<file path="config.mk">
export PLATFORM = sky130hd
export DESIGN_NAME = seq_demux
export DESIGN_NICKNAME = d
export VERILOG_FILES = /design/src/rtl/seq_demux_pkg.sv /design/src/rtl/seq_demux_chan_hold.sv /design/src/rtl/seq_demux_chk.sv /design/src/rtl/seq_demux.sv
export SDC_FILE = /design/constraint.sdc
export NUM_CORES = 1
export LEC_CHECK = 0
export BUFFER_PORTS_ARGS = -buffer_cell sky130_fd_sc_hd__buf_4
export CORE_UTILIZATION = 51
export DETAILED_ROUTE_END_ITERATION = 8
export GPL_ROUTABILITY_DRIVEN = 0
export PLACE_DENSITY = 0.79
export SETUP_SLACK_MARGIN = 0.1
export SLEW_MARGIN = 20
export SYNTH_ARGS = -nofsm -noshare
export SYNTH_HDL_FRONTEND = slang
export SYNTH_SLANG_ARGS = --single-unit
</file>
<file path="constraint.sdc">
create_clock -name clk -period 1.75 [get_ports clk]
set_input_delay 0.175 -clock clk [delete_from_list [all_inputs] [get_ports clk]]
set_output_delay 0.175 -clock clk [all_outputs]
set_load 0.1 [all_outputs]
</file>
<file path="src/rtl/seq_demux_pkg.sv">
// Shared definitions for the sequential demultiplexer: FSM state encoding,
// mode encoding and a small helper that maps the mode input onto a state.
package seq_demux_pkg;

  // FSM state type; kept as plain sized constants for legacy tools.
  typedef logic [0:0] state_t;

  localparam state_t ST_ADDR = 1'b0;
  localparam state_t ST_AUTO = 1'b1;

  // Encoding of the mode input.
  localparam logic MODE_ADDR = 1'b0;
  localparam logic MODE_AUTO = 1'b1;

  // The FSM simply follows the mode input every cycle.
  function automatic state_t mode_to_state(input logic mode_i);
    state_t st;
    if (mode_i == MODE_AUTO) begin
      st = ST_AUTO;
    end else begin
      st = ST_ADDR;
    end
    return st;
  endfunction

endpackage

</file>
<file path="src/rtl/seq_demux_chan_hold.sv">
// One channel hold register: loads a word when enabled, otherwise keeps its
// value forever. Reset clears it.
module chan_hold_reg
  import seq_demux_pkg::*;
#(
  parameter int WIDTH = 8
) (
  input  logic             clk,
  input  logic             rst,
  input  logic             load,
  input  logic [WIDTH-1:0] d,
  output logic [WIDTH-1:0] q
);

  logic [WIDTH-1:0] q_r;

  // Hold register with load enable; reset has priority over a load.
  always_ff @(posedge clk) begin
    if (rst) begin
      q_r <= {WIDTH{1'b0}};
    end else if (load) begin
      q_r <= d;
    end else begin
      q_r <= q_r;
    end
  end

  assign q = q_r;

endmodule

</file>
<file path="src/rtl/seq_demux_chk.sv">
// Protocol checker for seq_demux outputs. Purely observational.
module seq_demux_chk
  import seq_demux_pkg::*;
#(
  parameter int CHANNELS = 8
) (
  input logic                clk,
  input logic                rst,
  input logic [CHANNELS-1:0] out_valid,
  input logic                frame_done,
  input logic                sel_err
);

  // At most one channel updates per cycle.
  a_onehot: assert property (@(posedge clk) disable iff (rst) $onehot0(out_valid))
    else $error("seq_demux_chk: out_valid not one-hot");

  // A dropped word never updates a channel.
  a_drop: assert property (@(posedge clk) disable iff (rst) sel_err |-> (out_valid == {CHANNELS{1'b0}}))
    else $error("seq_demux_chk: sel_err with out_valid");

  // End of frame always coincides with the last channel's update.
  a_frame: assert property (@(posedge clk) disable iff (rst) frame_done |-> out_valid[CHANNELS-1])
    else $error("seq_demux_chk: frame_done without last channel update");

endmodule

</file>
<file path="src/rtl/seq_demux.sv">
// Sequential demultiplexer: routes each accepted input word into one of
// CHANNELS hold registers, either by explicit select or by an auto-advancing
// pointer. All outputs are registered; write latency is one cycle.
module seq_demux
  import seq_demux_pkg::*;
#(
  parameter int WIDTH    = 8,
  parameter int CHANNELS = 8,
  localparam int SEL_W   = $clog2(CHANNELS)
) (
  input  logic                      clk,
  input  logic                      rst,
  input  logic                      in_valid,
  input  logic [WIDTH-1:0]          in_data,
  input  logic                      mode,
  input  logic [SEL_W-1:0]          sel,
  output logic [CHANNELS*WIDTH-1:0] out_data,
  output logic [CHANNELS-1:0]       out_valid,
  output logic [SEL_W-1:0]          cur_ch,
  output logic                      frame_done,
  output logic                      sel_err
);

  // Select values at or above this limit address no channel.
  localparam logic [SEL_W:0]   CH_LIMIT = CHANNELS[SEL_W:0];
  localparam logic [SEL_W-1:0] LAST_CH  = SEL_W'(CHANNELS - 1);

  // Registered state
  state_t              state_r;
  logic [SEL_W-1:0]    cur_ch_r;
  logic [CHANNELS-1:0] out_valid_r;
  logic                frame_done_r;
  logic                sel_err_r;

  // Combinational decode
  state_t              state_nxt_s;
  logic                auto_s;
  logic [SEL_W-1:0]    ptr_s;
  logic [SEL_W-1:0]    tgt_s;
  logic                sel_ok_s;
  logic                wr_s;
  logic                drop_s;
  logic                last_s;
  logic [SEL_W-1:0]    cur_ch_nxt_s;
  logic [CHANNELS-1:0] load_s;

  // Effective auto pointer: a fresh entry into auto mode always starts at
  // channel 0, so the word arriving with the mode change goes to channel 0.
  always_comb begin
    ptr_s = {SEL_W{1'b0}};
    case (state_r)
      ST_ADDR: ptr_s = {SEL_W{1'b0}};
      ST_AUTO: ptr_s = cur_ch_r;
      default: ptr_s = {SEL_W{1'b0}};
    endcase
  end

  // Decode target channel, write/drop strobes and the next pointer value.
  always_comb begin
    auto_s       = (mode == MODE_AUTO);
    state_nxt_s  = mode_to_state(mode);
    sel_ok_s     = ({1'b0, sel} < CH_LIMIT);
    tgt_s        = sel;
    wr_s         = 1'b0;
    drop_s       = 1'b0;
    cur_ch_nxt_s = cur_ch_r;

    if (auto_s) begin
      tgt_s  = ptr_s;
      wr_s   = in_valid;
      drop_s = 1'b0;
    end else begin
      tgt_s  = sel;
      wr_s   = in_valid && sel_ok_s;
      drop_s = in_valid && !sel_ok_s;
    end

    last_s = wr_s && auto_s && (ptr_s == LAST_CH);

    if (auto_s) begin
      if (in_valid) begin
        if (ptr_s == LAST_CH) begin
          cur_ch_nxt_s = {SEL_W{1'b0}};
        end else begin
          cur_ch_nxt_s = ptr_s + SEL_W'(1);
        end
      end else begin
        cur_ch_nxt_s = ptr_s;
      end
    end else begin
      cur_ch_nxt_s = cur_ch_r;
    end
  end

  // FSM state, auto pointer and the one-cycle status pulses.
  always_ff @(posedge clk) begin
    if (rst) begin
      state_r      <= ST_ADDR;
      cur_ch_r     <= {SEL_W{1'b0}};
      out_valid_r  <= {CHANNELS{1'b0}};
      frame_done_r <= 1'b0;
      sel_err_r    <= 1'b0;
    end else begin
      state_r      <= state_nxt_s;
      cur_ch_r     <= cur_ch_nxt_s;
      out_valid_r  <= load_s;
      frame_done_r <= last_s;
      sel_err_r    <= drop_s;
    end
  end

  // One hold register per channel, loaded when that channel is targeted.
  for (genvar g = 0; g < CHANNELS; g++) begin : g_chan
    assign load_s[g] = wr_s && (tgt_s == SEL_W'(g));

    chan_hold_reg #(
      .WIDTH (WIDTH)
    ) u_hold (
      .clk  (clk),
      .rst  (rst),
      .load (load_s[g]),
      .d    (in_data),
      .q    (out_data[g*WIDTH +: WIDTH])
    );
  end

  assign out_valid  = out_valid_r;
  assign cur_ch     = cur_ch_r;
  assign frame_done = frame_done_r;
  assign sel_err    = sel_err_r;

  seq_demux_chk #(
    .CHANNELS (CHANNELS)
  ) u_chk (
    .clk        (clk),
    .rst        (rst),
    .out_valid  (out_valid_r),
    .frame_done (frame_done_r),
    .sel_err    (sel_err_r)
  );

endmodule

</file>
==> flow_metrics.tcl <==
set metrics [dict create \
    row_count 27 \
    drtPass1Iterations 4 \
    critPathTopFamily "simple AND/OR/NAND/NOR gates" \
    hold_path_class "in -> reg" \
    leakage_nw 1.591 \
    relSlewSlack 0.5983 \
    cts_hold_buf 0 \
    syn-mean-instance-area_um2 9.904 \
    preCtsSetupSlack_ns 0.2209 \
    post-route-cell-area_mm2 0.003924 \
    path_cells "and4b_1 -> o2111ai_2 -> nand3b_1 -> o21ai_0" \
    hold_violations 0 \
    postRouteWirelength_um 7364 \
    drv_cap 0 \
    worst_pin_slew_ns 0.6025 \
    area_delta_synth_final_pct 29.05 \
    grt_pass1_vias 2421 \
    yosys-top-cells-count "dfxtp_1 (77), o21ai_0 (58), nand3b_1 (41), nor2b_1 (16), o21ai_1 (15)" \
    endpoint_kind "register" \
    grt_pass1_wl_um 11710 \
    finalSetupViolations 0 \
    fin_setup_tns_ns 0 \
    syn-instance-count 307 \
    crit_slowest_cell "dfxtp_1" \
    peakVddDrop_mv 0.4948 \
    clkSlewWorstSetupHoldPaths_ns 0.07 \
    ant_nets 0 \
    max_freq_mhz 641.7 \
    drt_iter0_drc 60 \
    slew_viol_final 0 \
    status "completed" \
    dieArea_mm2 0.006274 \
    cpPeakStageDelay_ns 0.41 \
    insertion_delay_ns 0.35 \
    skew_ns 0.01119 \
    ys.flop_type "dfxtp_1" \
    ys_seq_elements 77 \
    path_max_fanout 16 \
    cts_root_buf "clkbuf_8" \
    yosysMostFrequentCell "dfxtp_1" \
    synth.largest_area_cell "dfxtp_1" \
    synthTopCellsByArea "dfxtp_1 (51%), nand3b_1 (10%), o21ai_0 (9.5%)" \
    dieHeight_um 79.21 \
    antenna_found_initial 0 \
    synth.distinct_cells 37 \
    die_w_um 79.21 \
    cts.path.max_buffers 2 \
    place_area_mm2 0.003702 \
    start_util 0.5389 \
    yosysWarnings 0 \
    route.detailed.drc 0 \
    p_per_area_mw_per_mm2 945.0 \
    numCtsBuffers 9 \
    yosysSeqAreaShare 0.5070 \
    finalWorstSetupSlack_ns 0.1916 \
    syn_area_mm2 0.003040 \
    wl_per_cell_um 15.80 \
    synth_edf_count 0 \
    port_buffers 90 \
    vias 2545 \
    rsz0062_at_grt "true" \
    clock_sinks 77 \
    start_kind "register" \
    ys_async_sr_fraction 0 \
    fillers 465 \
    path_class "reg -> reg" \
    cp.required_ns 1.96 \
    drive_gt1_frac 0.3274 \
    nets 405 \
    ios 92 \
    grt_use_total 0.2501 \
    min_period_ns 1.558 \
    overflow 0 \
    path_buf_inv 0 \
    synth_nets 322 \
    h-tree-depth 3 \
    worstPathArrival_ns 1.76 \
    core_area_mm2 0.005642 \
    fin_crit_sh 0.8905 \
    avgViaCountPerCell 5.461 \
    synth.top_cell.area_share 0.5070 \
    dpl.hpwl_um 5017 \
    grt_max_degree 35 \
    n_antenna_cell 0 \
    cts_tree "yes" \
]
[power breakdown]
| part | switching (mW) | internal (mW) |
|---|---|---|
| Clock | 0.611 | 0.777 |
| Sequential | 0.0216 | 1.78 |
| Combinational | 0.393 | 0.123 |
| Total | 1.03 | 2.68 |
[metal layers]
metal  global-route usage  routed length [µm]  vias up
met4               0.1345                 146        0
li1                     -                   -     1250
met1               0.2897                3015     1201
met5                    0                   0        -
met3              0.05057                 477       14
met2               0.4310                3723       80
[path summary, 6_finish.rpt]
check                                                         from                            endpoint  slack (ns)  cells past startpoint
worst min register to register  g_chan[7].u_hold.q[1]$_SDFFE_PP0P_  g_chan[7].u_hold.q[1]$_SDFFE_PP0P_        0.49                      2
worst min-delay path                                    in_data[2]  g_chan[7].u_hold.q[2]$_SDFFE_PP0P_        0.08                      3
worst max-delay path                            state_r$_SDFF_PP0_  g_chan[2].u_hold.q[4]$_SDFFE_PP0P_        0.19                      4
worst max register to register                  state_r$_SDFF_PP0_  g_chan[2].u_hold.q[4]$_SDFFE_PP0P_        0.19                      4
[per-stage QoR]
stage                     power [mW]  hold WS (ns)    util  std cells
final                          3.708       0.07552  0.6955        466
after CTS                      3.726       0.07038  0.6935        466
after floorplan                2.238        0.3222       -        307
after detailed placement       2.359        0.4352  0.6562        451
after global routing           3.823       0.09227  0.6955        466
after global placement         2.353        0.4196  0.6562        451
[state kept, by name, indices dropped and copies added (netlist names)]
register         flops
state_r              1
frame_done           1
cur_ch               3
g_chan.u_hold.q     64
out_valid            8
[cell families (layout without fill, tap and decap cells)]
| logic type | Yosys count | in the layout | synth area share |
|---|---|---|---|
| buf+inv | 28 | 115 | 0.05884 |
| simple gates | 104 | 104 | 0.2284 |
| flops | 77 | 77 | 0.5070 |
| other cells | 1 | 1 | 0.001233 |
| compound gates | 89 | 89 | 0.1782 |
| mux | 8 | 8 | 0.02634 |
[worst min-delay path, stage by stage]
cell,delay [ns]
buf_4,0.08
mux2i_1,0.06
nor2_1,0.07
[cell type report]
class                      instances  area (µm²)  share of cell area
sequential                        77        1553              0.3957
multi-input combinational        202        1331              0.3393
timing repair buffer              97       728.2              0.1856
clock buffer                      12       166.4             0.04241
tap                               72       90.09             0.02296
clock inverter                     3       43.79             0.01116
inverter                           3       11.26            0.002870
[cell usage in the layout (no fill, tap or decap), types with 2 or more instances in the layout]
master     instances
a211oi_1           3
dfxtp_1           74
nand2b_1           8
clkbuf_8          10
mux2i_1            8
o2111ai_4          2
a21oi_1            3
buf_4             97
nor2_1            13
dfxtp_4            3
or2_1              2
inv_1              3
o221ai_2           2
o21ai_0           58
nand3_1            3
nor2b_1           16
nor3_1            10
nor3b_2            2
nand3b_1          41
and4b_1            2
o21ai_1           15
o21ai_2            2
[repair_timing]
| action | 4_1_cts | 5_1_grt |
|---|---|---|
| endpoints found under the setup margin | 0 | 8 |
| buffers inserted | 0 | 0 |
| endpoints found under the hold margin | 0 | 0 |
| gates resized for setup | 0 | 1 |
Power figures use the tool's default switching activity.
